File: src/rtl/sd_pkg.sv
// sd_pkg: shared types and defaults for the "1011" scanning arbiter.
package sd_pkg;
    localparam int SD_W = 8;
    localparam int SD_CNT_W = 4;
    typedef enum logic [1:0] {IDLE, SHIFT, DRAIN, RESULT} state_t;
    typedef enum logic [2:0] {D_0, D_1, D_10, D_101, D_1011} det_t;
    // After a full match the recogniser overlaps from "1" or "10".
    function automatic det_t det_next(input det_t s, input logic b);
        case (s)
            D_0:     det_next = b ? D_1 : D_0;
            D_1:     det_next = b ? D_1 : D_10;
            D_10:    det_next = b ? D_101 : D_0;
            D_101:   det_next = b ? D_1011 : D_10;
            D_1011:  det_next = b ? D_1 : D_10;
            default: det_next = D_0;
        endcase
    endfunction
endpackage

File: src/rtl/sd_match_core.sv
// sd_match_core: Moore overlapping "1011" recogniser; match is high the cycle after the 4th bit.
module sd_match_core import sd_pkg::*; (
    input  logic clock,
    input  logic reset,
    input  logic clear,
    input  logic bit_in,
    output logic match
);
    det_t st;
    always_ff @(posedge clock or posedge reset) begin
        if (reset) st <= D_0;
        else       st <= clear ? D_0 : det_next(st, bit_in);
    end
    assign match = st == D_1011;
endmodule

File: src/rtl/sd_scan_arb.sv
// sd_scan_arb: round-robin arbiter for two word requesters; counts "1011" matches per word, MSB first.
module sd_scan_arb import sd_pkg::*; #(
    parameter int W = SD_W,
    parameter int CNT_W = SD_CNT_W
) (
    input  logic             clock,
    input  logic             reset,
    input  logic             req0_valid,
    input  logic [W-1:0]     req0_data,
    output logic             req0_ready,
    input  logic             req1_valid,
    input  logic [W-1:0]     req1_data,
    output logic             req1_ready,
    output logic             res_valid,
    output logic             res_id,
    output logic [CNT_W-1:0] res_count,
    input  logic             res_ready,
    output logic             busy
);
    localparam int BW = $clog2(W);
    state_t state, next;
    logic last, armed, grant, take, match;
    logic [W-1:0] sreg;
    logic [BW-1:0] cnt;
    logic [CNT_W-1:0] count;
    logic id;

    sd_match_core u_core (
        .clock (clock),
        .reset (reset),
        .clear (take),
        .bit_in(sreg[W-1]),
        .match (match)
    );

    always_ff @(posedge clock or posedge reset) begin
        if (reset) state <= IDLE;
        else       state <= next;
    end

    // armed keeps both readys low for the first cycle out of reset.
    always_comb begin
        next = state;
        req0_ready = 1'b0;
        req1_ready = 1'b0;
        take = 1'b0;
        grant = (req0_valid && req1_valid) ? ~last : req1_valid;
        case (state)
            IDLE: if (armed && (req0_valid || req1_valid)) begin
                req0_ready = ~grant;
                req1_ready = grant;
                take = 1'b1;
                next = SHIFT;
            end
            SHIFT:  next = (cnt == BW'(W - 1)) ? DRAIN : SHIFT;
            DRAIN:  next = RESULT;
            RESULT: next = res_ready ? IDLE : RESULT;
        endcase
    end

    always_ff @(posedge clock or posedge reset) begin
        if (reset) begin
            last <= 1'b1;
            armed <= 1'b0;
            sreg <= '0;
            cnt <= '0;
            count <= '0;
            id <= 1'b0;
        end else begin
            armed <= 1'b1;
            if (take) begin
                sreg <= grant ? req1_data : req0_data;
                cnt <= '0;
                count <= '0;
                id <= grant;
                last <= grant;
            end else if (state == SHIFT) begin
                sreg <= {sreg[W-2:0], 1'b0};
                cnt <= cnt + 1'b1;
            end
            if ((state == SHIFT || state == DRAIN) && match && count != {CNT_W{1'b1}})
                count <= count + 1'b1;
        end
    end

    assign res_valid = state == RESULT;
    assign busy = state != IDLE;
    assign res_id = id;
    assign res_count = count;
endmodule

File: config.mk
export PLATFORM = sky130hd
export DESIGN_NAME = sd_scan_arb
export DESIGN_NICKNAME = d
export VERILOG_FILES = /design/src/rtl/sd_pkg.sv /design/src/rtl/sd_match_core.sv /design/src/rtl/sd_scan_arb.sv
export SDC_FILE = /design/constraint.sdc
export NUM_CORES = 1
export LEC_CHECK = 0
export ABC_AREA = 1
export CAP_MARGIN = 40
export CELL_PAD_IN_SITES_DETAIL_PLACEMENT = 1
export CELL_PAD_IN_SITES_GLOBAL_PLACEMENT = 2
export CORE_MARGIN = 1.5
export CORE_UTILIZATION = 25
export DETAILED_ROUTE_END_ITERATION = 12
export GPL_ROUTABILITY_DRIVEN = 0
export PLACE_DENSITY_LB_ADDON = 0.12
export SLEW_MARGIN = 5
export SYNTH_ARGS = -nofsm -noshare
export SYNTH_HDL_FRONTEND = slang
export SYNTH_HIERARCHICAL = 1
export SYNTH_SLANG_ARGS = --single-unit
export TNS_END_PERCENT = 20
File: constraint.sdc
create_clock -name clock -period 1.37 [get_ports clock]
set_input_delay 0.2055 -clock clock [delete_from_list [all_inputs] [get_ports clock]]
set_output_delay 0.2055 -clock clock [all_outputs]
set_load 0.1 [all_outputs]
==> run_results.csv <==
group,metric,value,unit
status,status,"complete, but fails checks",
status,violations,"negative setup slack",
timing,period_minus_slack,1.53,ns
cells_and_area,final_nets,258,
clock_tree,hold_buffers,0,
clock_tree,cts_tree,"done",
cells_and_area,area_growth,54.8,%
setup_path,reg2reg_from,"state[0]",
detailed_routing,routedWlPerCell,12.2,um
clock_tree,clk_pin_slew,0.09,ns
setup_path,end_kind,"primary output",
placed_design,dp_slack,-0.300,ns
detailed_routing,drt-initial-drc-count,24,
power_and_ir_drop,ir_worst_vdd,0.000781,V
detailed_routing,viasPerCell,4.28,
clock_tree,clk-insertion-delay-late,0.26,ns
setup_path,cp_data_arrival_time,1.32,ns
detailed_routing,postRouteAntennaNets,0,
yosys,synth_top_area_cell,"dfrtp_1",
detailed_routing,wirelength,3.65,mm
timing,drv_slew,0,
clock_tree,ctsHtreeMaxLevel,1,
yosys,synth_most_common_cell,"nand2_1",
clock_tree,cts_root_buffer,"clkbuf_8",
floorplan,dieWidth,76.8,um
worst_hold_path,hold_class,"input pin to async pin",
timing,setup_viol,7,
setup_path,rrSetupSlack,-0.03,ns
floorplan,num_rows,26,
cells_and_area,instances_no_fill,299,
clock_tree,cts_sinks,23,
global_routing,grt.total_usage,0.135,
yosys,ys_ff_latch,23,
placed_design,dpl.cell_count,284,
setup_path,critical_path.max_fanout,3,
placed_design,portBuffers,29,
cells_and_area,layout-drive-gt1-share,0.288,
yosys,synth_common_cells,"nand2_1, dfrtp_1, nand3_1",
global_routing,grt_pass1_wl,6.46,mm
floorplan,die_area,0.00590,mm2
timing,hold_viol,0,
yosys,synth_area_per_cell,7.69,um2
global_routing,antenna_found_initial,0,
power_and_ir_drop,power.density,1890,mW/mm2
timing,hold_ws,0.127,ns
setup_path,required,1.16,ns
floorplan,core,0.00517,mm2
detailed_routing,vias,1279,
cells_and_area,fillCellCount,617,
timing,fin_skew,0.00238,ns
flow_run,max_cap_viol_count,0,
floorplan,ios,30,
floorplan,die_y,76.8,um
clock_tree,clockBufferDepth,2,
setup_path,path_class,"flop to primary output",
detailed_routing,route.detailed.drc,0,
cells_and_area,num_antenna_cells,0,
timing,period_share,1.12,
global_routing,grt_overflow,0,
yosys,yosysSeqAreaShare,0.424,
placed_design,hpwl,2.76,mm
timing,grt_setup_unrepaired,"true",
yosys,mappedNetlistArea,0.00136,mm2
yosys,ys_warn_count,6,
timing,fin_ws,-0.160,ns
clock_tree,cts_buffers,3,
yosys,synth_area_leaders,"dfrtp_1, nand2_1, ha_1, nand3_1, inv_1",
timing,clock.fmax,0.654,GHz
yosys,synth_flop_cell,"dfrtp_1",
setup_path,path_cells,"nand2_2 -> nand2_4 -> inv_2 -> nor2_4 -> buf_12",
floorplan,start_util,0.263,
setup_path,r2r_end,"sreg[5]",
setup_path,critPathSlowestCell,"dfstp_2",
global_routing,grt_pass1_vias,1424,
setup_path,startpoint_type,"flop",
setup_path,r2r_cells,9,
yosys,syn_inst,177,
setup_path,crit_path_max_incr_delay,0.54,ns
yosys,synth-edff-count,0,
yosys,async_reset_ff_frac,1.00,
power_and_ir_drop,p_leak,1.02,nW
yosys,syn_nets,205,
detailed_routing,detail_route.first_pass.iterations,2,
cells_and_area,fin_util,0.407,
global_routing,grt_max_degree,21,
yosys,synth.top_cell.area_share,0.404,
timing,setup_tns,-0.585,ns
yosys,synth_cell_types,24,
-- cells in the final DEF (no fill, tap or decap), types with 2 or more instances in the layout --
master | Yosys | routed
nand2_1 | 74 | 73
buf_4 | 1 | 19
dfrtp_1 | 22 | 18
clkdlybuf4s50_1 | 0 | 18
nand3_1 | 15 | 14
inv_1 | 14 | 10
buf_12 | 0 | 9
o21ai_1 | 6 | 7
inv_2 | 4 | 6
nor2_1 | 6 | 6
nor2_4 | 3 | 4
buf_6 | 3 | 4
o21ai_0 | 4 | 3
ha_1 | 7 | 3
ha_4 | 0 | 3
clkbuf_8 | 0 | 3
xor2_1 | 2 | 2
nand2_4 | 2 | 2
nand2_2 | 2 | 2
o22ai_1 | 2 | 2
dlygate4sd2_1 | 0 | 2
dfrtp_4 | 0 | 2
dfrtp_2 | 0 | 2
nor3_1 | 2 | 2
-- worst max-delay path, delay by kind of cell (launching register included) --
family                 cells  cell delay, ns
buffers and inverters      2            0.22
DFF                        1            0.54
and+or+nand+nor            3            0.30
-- layout make-up --
type / instances / area [um2] / share of cell area
clock buffers: 3 / 41.3 / 0.0196
inverters: 18 / 75.1 / 0.0356
clock inverters: 1 / 5.00 / 0.00238
multi-input cells: 132 / 746 / 0.354
repair buffers: 52 / 566 / 0.268
well taps: 70 / 87.6 / 0.0416
flip-flops and latches: 23 / 587 / 0.279
-- state kept, by name (all words and copies together), names as in the netlist --
| name | count |
|---|---|
| armed | 1 |
| res_id | 1 |
| u_core/st | 3 |
| last | 1 |
| cnt | 3 |
| sreg | 8 |
| state | 2 |
| res_count | 4 |
-- stage by stage --
stage,total power [mW],instance area [um2]
global route,4.32,2110
global placement,3.23,1910
floorplan,2.51,1390
CTS,3.93,2050
finish,3.98,2110
detailed placement,3.29,1910
-- worst max path at each step --
stage	from	endpoint	slack, ns	cells after the start
final	last	req0_ready	-0.16	5
after global routing	last	req0_ready	-0.22	5
after CTS	last	req0_ready	-0.21	5
after detailed placement	req1_valid	req1_ready	-0.30	5
after global placement	req1_valid	req1_ready	-0.25	5
after floorplan	state[0]	sreg[0]	-0.27	7
-- report_power, final --
part	leakage [nW]	internal (mW)	switching (mW)	total, mW
sequential	0.292	0.920	0.171	1.09
clock	0.0255	0.203	0.223	0.426
combinational	0.704	1.05	1.42	2.47
total	1.02	2.17	1.81	3.98
-- cells by family after synthesis --
logic type / after synthesis / synth area share
and+or+nand+nor: 107 / 0.355
DFF: 23 / 0.424
buffers and inverters: 22 / 0.0800
AOI/OAI and AO/OA: 14 / 0.0551
adders and majority gates: 7 / 0.0643
xor gates and xnor gates: 3 / 0.0193
other: 1 / 0.00275
-- what timing repair did --
item,CTS,global route
endpoints found under the setup margin,15,25
pin swaps,8,7
gates resized for setup,15,7
buffers inserted,6,5
-- metal layers --
metal | GRT usage | share of wire
met1 | 0.149 | 0.43
met4 | 0.0519 | 0.018
met3 | 0.0310 | 0.055
met5 | 0 | 0
met2 | 0.248 | 0.49
Note: power is estimated with default switching activity, not from simulation.
